File: src/rtl/arb_pkg.sv
// Shared definitions for the round-robin arbiter: FSM encoding, default sizing
// and a constant-foldable log2 helper for deriving index widths.
package arb_pkg;

  typedef enum logic {
    ST_IDLE  = 1'b0,
    ST_GRANT = 1'b1
  } arb_state_t;

  localparam int DEF_N        = 4;
  localparam int DEF_IDX_W    = 2;
  localparam int DEF_MAX_HOLD = 8;

  function automatic int clog2(input int value);
    int result;
    result = 0;
    while ((1 << result) < value) result++;
    return result;
  endfunction

endpackage

File: src/rtl/rr_prio_encoder.sv
// Rotating-priority encoder: the requester at ptr has highest priority, then
// ptr+1, ... wrapping mod N. Purely combinational.
module rr_prio_encoder
  import arb_pkg::*;
#(
  parameter int N     = DEF_N,
  parameter int IDX_W = DEF_IDX_W
) (
  input  logic [N-1:0]     req,
  input  logic [IDX_W-1:0] ptr,
  output logic [IDX_W-1:0] win_idx,
  output logic             win_vld
);

  logic [2*N-1:0]   dbl;
  logic [N-1:0]     rot;
  logic [IDX_W-1:0] first;

  // NOTE: every signal assigned in this block gets a default first, so no path
  // leaves it unassigned and no latch is inferred.
  always_comb begin
    dbl     = {req, req} >> ptr;
    rot     = dbl[N-1:0];
    win_vld = |rot;
    first   = '0;
    // Scanning downward lets the lowest set bit overwrite, giving LSB priority.
    for (int i = N - 1; i >= 0; i--) begin
      if (rot[i]) first = IDX_W'(i);
    end
    win_idx = first + ptr;
  end

endmodule

File: src/rtl/rr_arbiter_4req.sv
// Round-robin arbiter with registered one-hot grant, owner hold tracking and
// hold-limit preemption; at least one idle cycle separates tenures.
module rr_arbiter_4req
  import arb_pkg::*;
#(
  parameter int N        = DEF_N,
  parameter int IDX_W    = clog2(N),
  parameter int MAX_HOLD = DEF_MAX_HOLD
) (
  input  logic             clk,
  input  logic             rst_n,
  input  logic [N-1:0]     req,
  output logic [N-1:0]     grant,
  output logic [IDX_W-1:0] grant_idx,
  output logic             grant_vld,
  output logic             preempt
);

  localparam logic [7:0] HOLD_LIMIT = 8'(MAX_HOLD);

  arb_state_t       state, state_d;
  logic [IDX_W-1:0] ptr, ptr_d;
  logic [IDX_W-1:0] owner, owner_d;
  logic [7:0]       hold_cnt, hold_cnt_d;

  logic [N-1:0]     grant_q, grant_d;
  logic [IDX_W-1:0] idx_q, idx_d;
  logic             vld_q, vld_d;
  logic             preempt_q, preempt_d;

  logic [IDX_W-1:0] win_idx;
  logic             win_vld;

  rr_prio_encoder #(.N(N), .IDX_W(IDX_W)) u_prio (
    .req     (req),
    .ptr     (ptr),
    .win_idx (win_idx),
    .win_vld (win_vld)
  );

  // NOTE: sequential state uses non-blocking assignments so every flop samples
  // pre-edge values regardless of statement order.
  always_ff @(posedge clk) begin
    if (!rst_n) begin
      state     <= ST_IDLE;
      ptr       <= '0;
      owner     <= '0;
      hold_cnt  <= '0;
      grant_q   <= '0;
      idx_q     <= '0;
      vld_q     <= 1'b0;
      preempt_q <= 1'b0;
    end else begin
      state     <= state_d;
      ptr       <= ptr_d;
      owner     <= owner_d;
      hold_cnt  <= hold_cnt_d;
      grant_q   <= grant_d;
      idx_q     <= idx_d;
      vld_q     <= vld_d;
      preempt_q <= preempt_d;
    end
  end

  always_comb begin
    state_d    = state;
    ptr_d      = ptr;
    owner_d    = owner;
    hold_cnt_d = hold_cnt;
    unique case (state)
      ST_IDLE: begin
        if (win_vld) begin
          state_d    = ST_GRANT;
          owner_d    = win_idx;
          ptr_d      = win_idx + IDX_W'(1);
          hold_cnt_d = 8'd1;
        end
      end
      ST_GRANT: begin
        // Release is checked first so it wins over a simultaneous timeout.
        if (!req[owner] || hold_cnt == HOLD_LIMIT) begin
          state_d    = ST_IDLE;
          owner_d    = '0;
          hold_cnt_d = '0;
        end else begin
          hold_cnt_d = hold_cnt + 8'd1;
        end
      end
      default: state_d = ST_IDLE;
    endcase
  end

  always_comb begin
    vld_d     = (state_d == ST_GRANT);
    idx_d     = vld_d ? owner_d : '0;
    grant_d   = '0;
    if (vld_d) grant_d[owner_d] = 1'b1;
    preempt_d = (state == ST_GRANT) && req[owner] && (hold_cnt == HOLD_LIMIT);

    grant     = grant_q;
    grant_idx = idx_q;
    grant_vld = vld_q;
    preempt   = preempt_q;
  end

endmodule

File: config.mk
export PLATFORM = sky130hd
export DESIGN_NAME = rr_arbiter_4req
export DESIGN_NICKNAME = d
export VERILOG_FILES = /design/src/rtl/arb_pkg.sv /design/src/rtl/rr_prio_encoder.sv /design/src/rtl/rr_arbiter_4req.sv
export SDC_FILE = /design/constraint.sdc
export NUM_CORES = 1
export LEC_CHECK = 0
export ABC_AREA = 1
export CORE_UTILIZATION = 35
export DETAILED_ROUTE_END_ITERATION = 6
export PLACE_DENSITY_LB_ADDON = 0.3
export SLEW_MARGIN = 0
export SYNTH_ARGS = -nofsm -noshare
export SYNTH_HDL_FRONTEND = slang
export SYNTH_HIERARCHICAL = 1
export SYNTH_SLANG_ARGS = --single-unit
File: constraint.sdc
create_clock -name clk -period 2.05 [get_ports clk]
set_clock_uncertainty 0.15 [all_clocks]
set_input_delay 0.41 -clock clk [delete_from_list [all_inputs] [get_ports clk]]
set_output_delay 0.41 -clock clk [all_outputs]
set_load 0.005 [all_outputs]
# == Word level (Yosys, flattened, before mapping) ==
# Index checks and enable logic that the tools add are counted.
# word_totals
output_inout_bits,8
regBits,20
ram_bits,0
latchBits,0
mem_bits_ro,0
inputBits,6
n_memories,0
# op_classes
bitwise,1
n_reduce_logical,8
shift,1
n_eq_ne,2
div_mod_pow,0
mux,17
mul,0
n_addsub,3
order_cmp,3
# op_table
operator,n
two-way mux 8 bit,2
one-hot mux 8 bit (2 select lines),1
two-way mux 2 bit,6
adder 8 x 1 -> 8 bit (second input constant),1
== test 8 x 4 -> 1 bit (second input constant),1
right shift 8 x 2 -> 4 bit,1
less-than comparator 2 x 3 -> 1 bit (second input constant),2
two-way mux 1 bit,4
one-hot mux 2 bit (2 select lines),1
AND reduction 2 bit,2
OR reduction 4 bit,1
logical AND 1 bit,3
adder 2 x 1 -> 2 bit (second input constant),1
adder 2 bit,1
binary-select mux 1 bit (select 2 bit),1
demux 1 bit (select 2 bit),1
greater-or-equal comparator 2 x 1 -> 1 bit (second input constant),1
inequality test 2 x 1 -> 1 bit (second input constant),1
one-hot mux 1 bit (2 select lines),1
zero test 1 bit,1
logical OR 1 bit,1
NOT 1 bit,1

# == Logic depth before layout (Yosys ltp) ==
# logic_depth
ltp_word,12
mapped_depth,17
ltp_nobuf,17

# == Cells and area by module ==
# The synthesis kept the hierarchy.
# by_module_without_submodules
module,area_per_inst_um2,n_inst,cells_each
rr_arbiter_4req,959.7,1,140
rr_prio_encoder,165.2,1,35

# == Worst setup path after synthesis ==
# OpenSTA, ideal clock, no wires.
# synth_timing
kind,flip-flop to flip-flop
start,register ptr[0]
end,register idx_q[1] (netlist: grant_idx[1])
synth_period_minus_slack_ns,2.065
arrival_ns,1.801
setup_slack_ns,-0.015
path_stages_with_launch,18
cell_sequence,dfxtp_1 inv_2 nand2_1 nand3_1 nand2_2 nand3_1 a21boi_1 ha_1 xor2_1 inv_1 nand3_1 nand2_1 inv_1 nand2_1 o21ai_0 inv_1 nand3_1 inv_1
# synth_between
elab_chain_len,8
elab_cells_between_ends,12
classes_between,add/sub (1); shift (1); mux (8); reduce/logical (2)
# synth_rtl
item,line,source
"start, declared",rr_arbiter_4req.sv:22,"logic [IDX_W-1:0] ptr, ptr_d;"
"start signal, assigned",rr_arbiter_4req.sv:55,ptr <= ptr_d;
right shift 8 x 2 -> 4 bit,rr_prio_encoder.sv:22,"dbl = {req, req} >> ptr;"
two-way mux 2 bit (4 in a row),rr_prio_encoder.sv:28,if (rot[i]) first = IDX_W'(i);
adder 2 bit (*),rr_prio_encoder.sv:30,win_idx = first + ptr;
net win_idx[1],rr_arbiter_4req.sv:31,logic [IDX_W-1:0] win_idx;
two-way mux 2 bit (*),rr_arbiter_4req.sv:72,if (win_vld) begin
one-hot mux 2 bit (2 select lines) (*),rr_arbiter_4req.sv:70,unique case (state)
"end signal, assigned",rr_arbiter_4req.sv:59,idx_q <= idx_d;
"end, declared",rr_arbiter_4req.sv:27,"logic [IDX_W-1:0] idx_q, idx_d;"
# The timed path passes the listed nets; every way through them passes the cells marked *.
# A chain may end at the register's enable or synchronous reset.

# == Worst setup path in the final report ==
# layout_timing
start,register vld_q (netlist: grant_vld)
end,output grant_vld
# layout_rtl
item,line,source
"start, declared",rr_arbiter_4req.sv:28,"logic vld_q, vld_d;"
"start signal, assigned",rr_arbiter_4req.sv:60,vld_q <= vld_d;
"end, declared",rr_arbiter_4req.sv:15,"output logic grant_vld,"
# No word-level cell between the ends.

==> reports/metrics.yaml <==
grt:
  grt_max_degree: 13
  antenna_found_initial: 0
  grt_pass1_wl_um: 3960
  grt_pass1_vias: 958
  grt_remaining_overflow: 0
  gr-usage-all-layers: 0.147
synthesis:
  yosys.area.top_type_share: 0.356
  synth_edf_count: 0
  synth.most_common_cell: "nand2_1"
  mappedNetlistNets: 184
  ys.flop_type: "dfxtp_1"
  synth_cells: 175
  ys_ff_latch: 20
  synthesis.area_um2: 1120
  synthTopCellsByArea: "dfxtp_1 (36%), nand2_1 (18%), nand3_1 (11%)"
  netlist_top_cells_count: "nand2_1 (55), nand3_1 (25), dfxtp_1 (20)"
  ys_seq_area_frac: 0.356
  async_flop_share: 0
  synth_top_area_cell: "dfxtp_1"
  synth_warnings: 6
  avgSynthCellArea_um2: 6.43
  ys_types: 19
cts:
  hold_buffers: 0
  cts.path.max_buffers: 2
  cts_num_sinks: 20
  clockRootBuffer: "clkbuf_4"
  h-tree-depth: 1
  clk_pin_slew_ns: 0.12
  clock_latency_ns: 0.30
  cts_tree: "done"
  cts_made_buffers: 3
critical_path:
  worst-path-stages: 1
  worst-path-buf-inv: 1
  path_delay_family: "buffers and inverters"
  path_class: "flop to primary output"
  crit_chain: "clkdlybuf4s50_1"
  critPathSlowestCell: "clkdlybuf4s50_1"
  worst_setup_path_start_kind: "flop"
  worstRegToRegCells: 17
  required_ns: 1.49
  cp.arrival_ns: 1.43
  cp_max_fo: 8
  end_kind: "primary output"
  max_stage_delay_ns: 0.57
power:
  netSwitchingFraction: 0.414
  switching_power_uw: 954
  combPwrFrac: 0.597
  power_density_nw_per_um2: 1460
  peakVddDrop_mv: 0.620
  clkPwrFrac: 0.142
  p_leak_uw: 0.000710
  seq_power_share: 0.261
  internal-power_uw: 1350
placement:
  place.detailed.hpwl_um: 1840
  routabilityCongestion: 0.850
  place.port_buffers: 13
routing:
  first_pass_iters: 4
  avgRoutedWirePerCell_um: 10.0
  routed_via_density: 4.52
  first_iter_violations: 61
  route.detailed.drc: 0
  ant_nets: 0
  wl_um: 2520
  vias: 1138
timing:
  setup_viol: 0
  maxSlewViolCount: 0
  tns_ns: 0
  max_freq_mhz: 502
  fin_crit_ns: 1.99
  worst_pin_slew_ns: 0.368
  layout_worst_path_cycle_share: 0.972
  hold_slack_ns: 0.358
  rsz0062_at_grt: "yes"
  relSlewSlack: 0.754
  hold_viol_final: 0
floorplanning:
  core_um2: 3050
  die_w_um: 58.7
  core.rowCount: 20
  start_util: 0.368
  die_area_um2: 3440
  chipHeight_um: 58.7
  ios: 14
hold_path:
  hold_path_depth: 2
  worst_hold_path_type: "flop to flop"
run_status:
  outcome: "finished clean"
finish:
  fill_cells: 321
  antenna_cells: 0
  areaGrowthSynthToFinish_pct: 39.9
  layout-drive-gt1-share: 0.293
  final_net_count: 218
job:
  maxCapViolations: 0
==> through the flow <==
stage / total power (µW) / setup WS, ns / instances / util / cell area (µm²)
2_1_floorplan: 1290 / 0.0382 / 175 / - / 1130
3_5_place_dp: 1730 / -0.573 / 246 / 0.465 / 1420
3_3_place_gp: 1740 / -0.534 / 246 / 0.465 / 1420
5_1_grt: 2490 / -0.0821 / 252 / 0.516 / 1570
4_1_cts: 2130 / -0.0366 / 250 / 0.492 / 1500
6_report: 2300 / 0.0565 / 252 / 0.516 / 1570
==> placed cells by master (no fill, tap or decap), drive strengths merged, types with 3 or more instances in the layout <==
| cell | count |
|---|---|
| dlygate4sd2 | 4 |
| inv | 24 |
| clkbuf | 3 |
| clkdlybuf4s50 | 9 |
| nor2 | 21 |
| nand3 | 25 |
| dfxtp | 20 |
| nand2 | 59 |
| ha | 3 |
| a21oi | 10 |
| o21ai | 7 |
| buf | 17 |
==> logic make-up (layout without fill, tap and decap cells) <==
logic type,after synthesis,count (layout),share of synthesized area
compound gates,18,18,0.0823
xor+xnor,2,2,0.0156
fa+ha+maj,3,3,0.0334
buf+inv,25,58,0.0845
flops,20,20,0.356
simple gates,107,107,0.428
==> flip-flops by register name, indices dropped and copies added, names as in the netlist <==
signal	count
preempt	1
hold_cnt	8
grant_idx	2
grant	4
grant_vld	1
owner	2
ptr	2
==> layer usage <==
layer / part of all wire / GRT usage / vias to the layer above
met3: 0.031 / 0.0286 / 2
li1: - / - / 616
met1: 0.51 / 0.202 / 499
met2: 0.45 / 0.235 / 21
met4: 0.0067 / 0.0408 / 0
met5: 0 / 0 / -
==> path summary, 6_finish.rpt <==
kind                                               start                        to  slack [ns]
worst max-delay path                grant_vld$_SDFF_PN0_                 grant_vld        0.06
worst min-delay path            hold_cnt[1]$_SDFFE_PN0P_  hold_cnt[1]$_SDFFE_PN0P_        0.36
worst max register to register       ptr[0]$_SDFFE_PN0P_   grant_idx[1]$_SDFF_PN0_        0.07
worst min register to register  hold_cnt[1]$_SDFFE_PN0P_  hold_cnt[1]$_SDFFE_PN0P_        0.36
==> final cells by class <==
type,count,area (µm²),share of cell area
sequential,20,405,0.258
inverter,24,92.6,0.0588
clock inverter,1,30.0,0.0191
multi-input combinational,130,716,0.455
tap,44,55.1,0.0350
clock buffer,3,22.5,0.0143
timing repair buffer,30,253,0.161
==> power groups by stage <==
| stage | sequential, µW | combinational, µW | clock (µW) |
|---|---|---|---|
| finish | 600 | 1370 | 328 |
| global route | 617 | 1520 | 351 |
| CTS | 594 | 1200 | 335 |
| detailed placement | 592 | 1140 | 0 |
| global placement | 595 | 1140 | 0 |
| floorplan | 579 | 712 | 0 |
==> timing repair <==
action                                  4_1_cts  5_1_grt
gates resized for setup                      16       16
pin swaps                                     9       11
endpoints found under the setup margin       10       11
setup buffers                                 0        2
(Power assumes the default switching activity.)
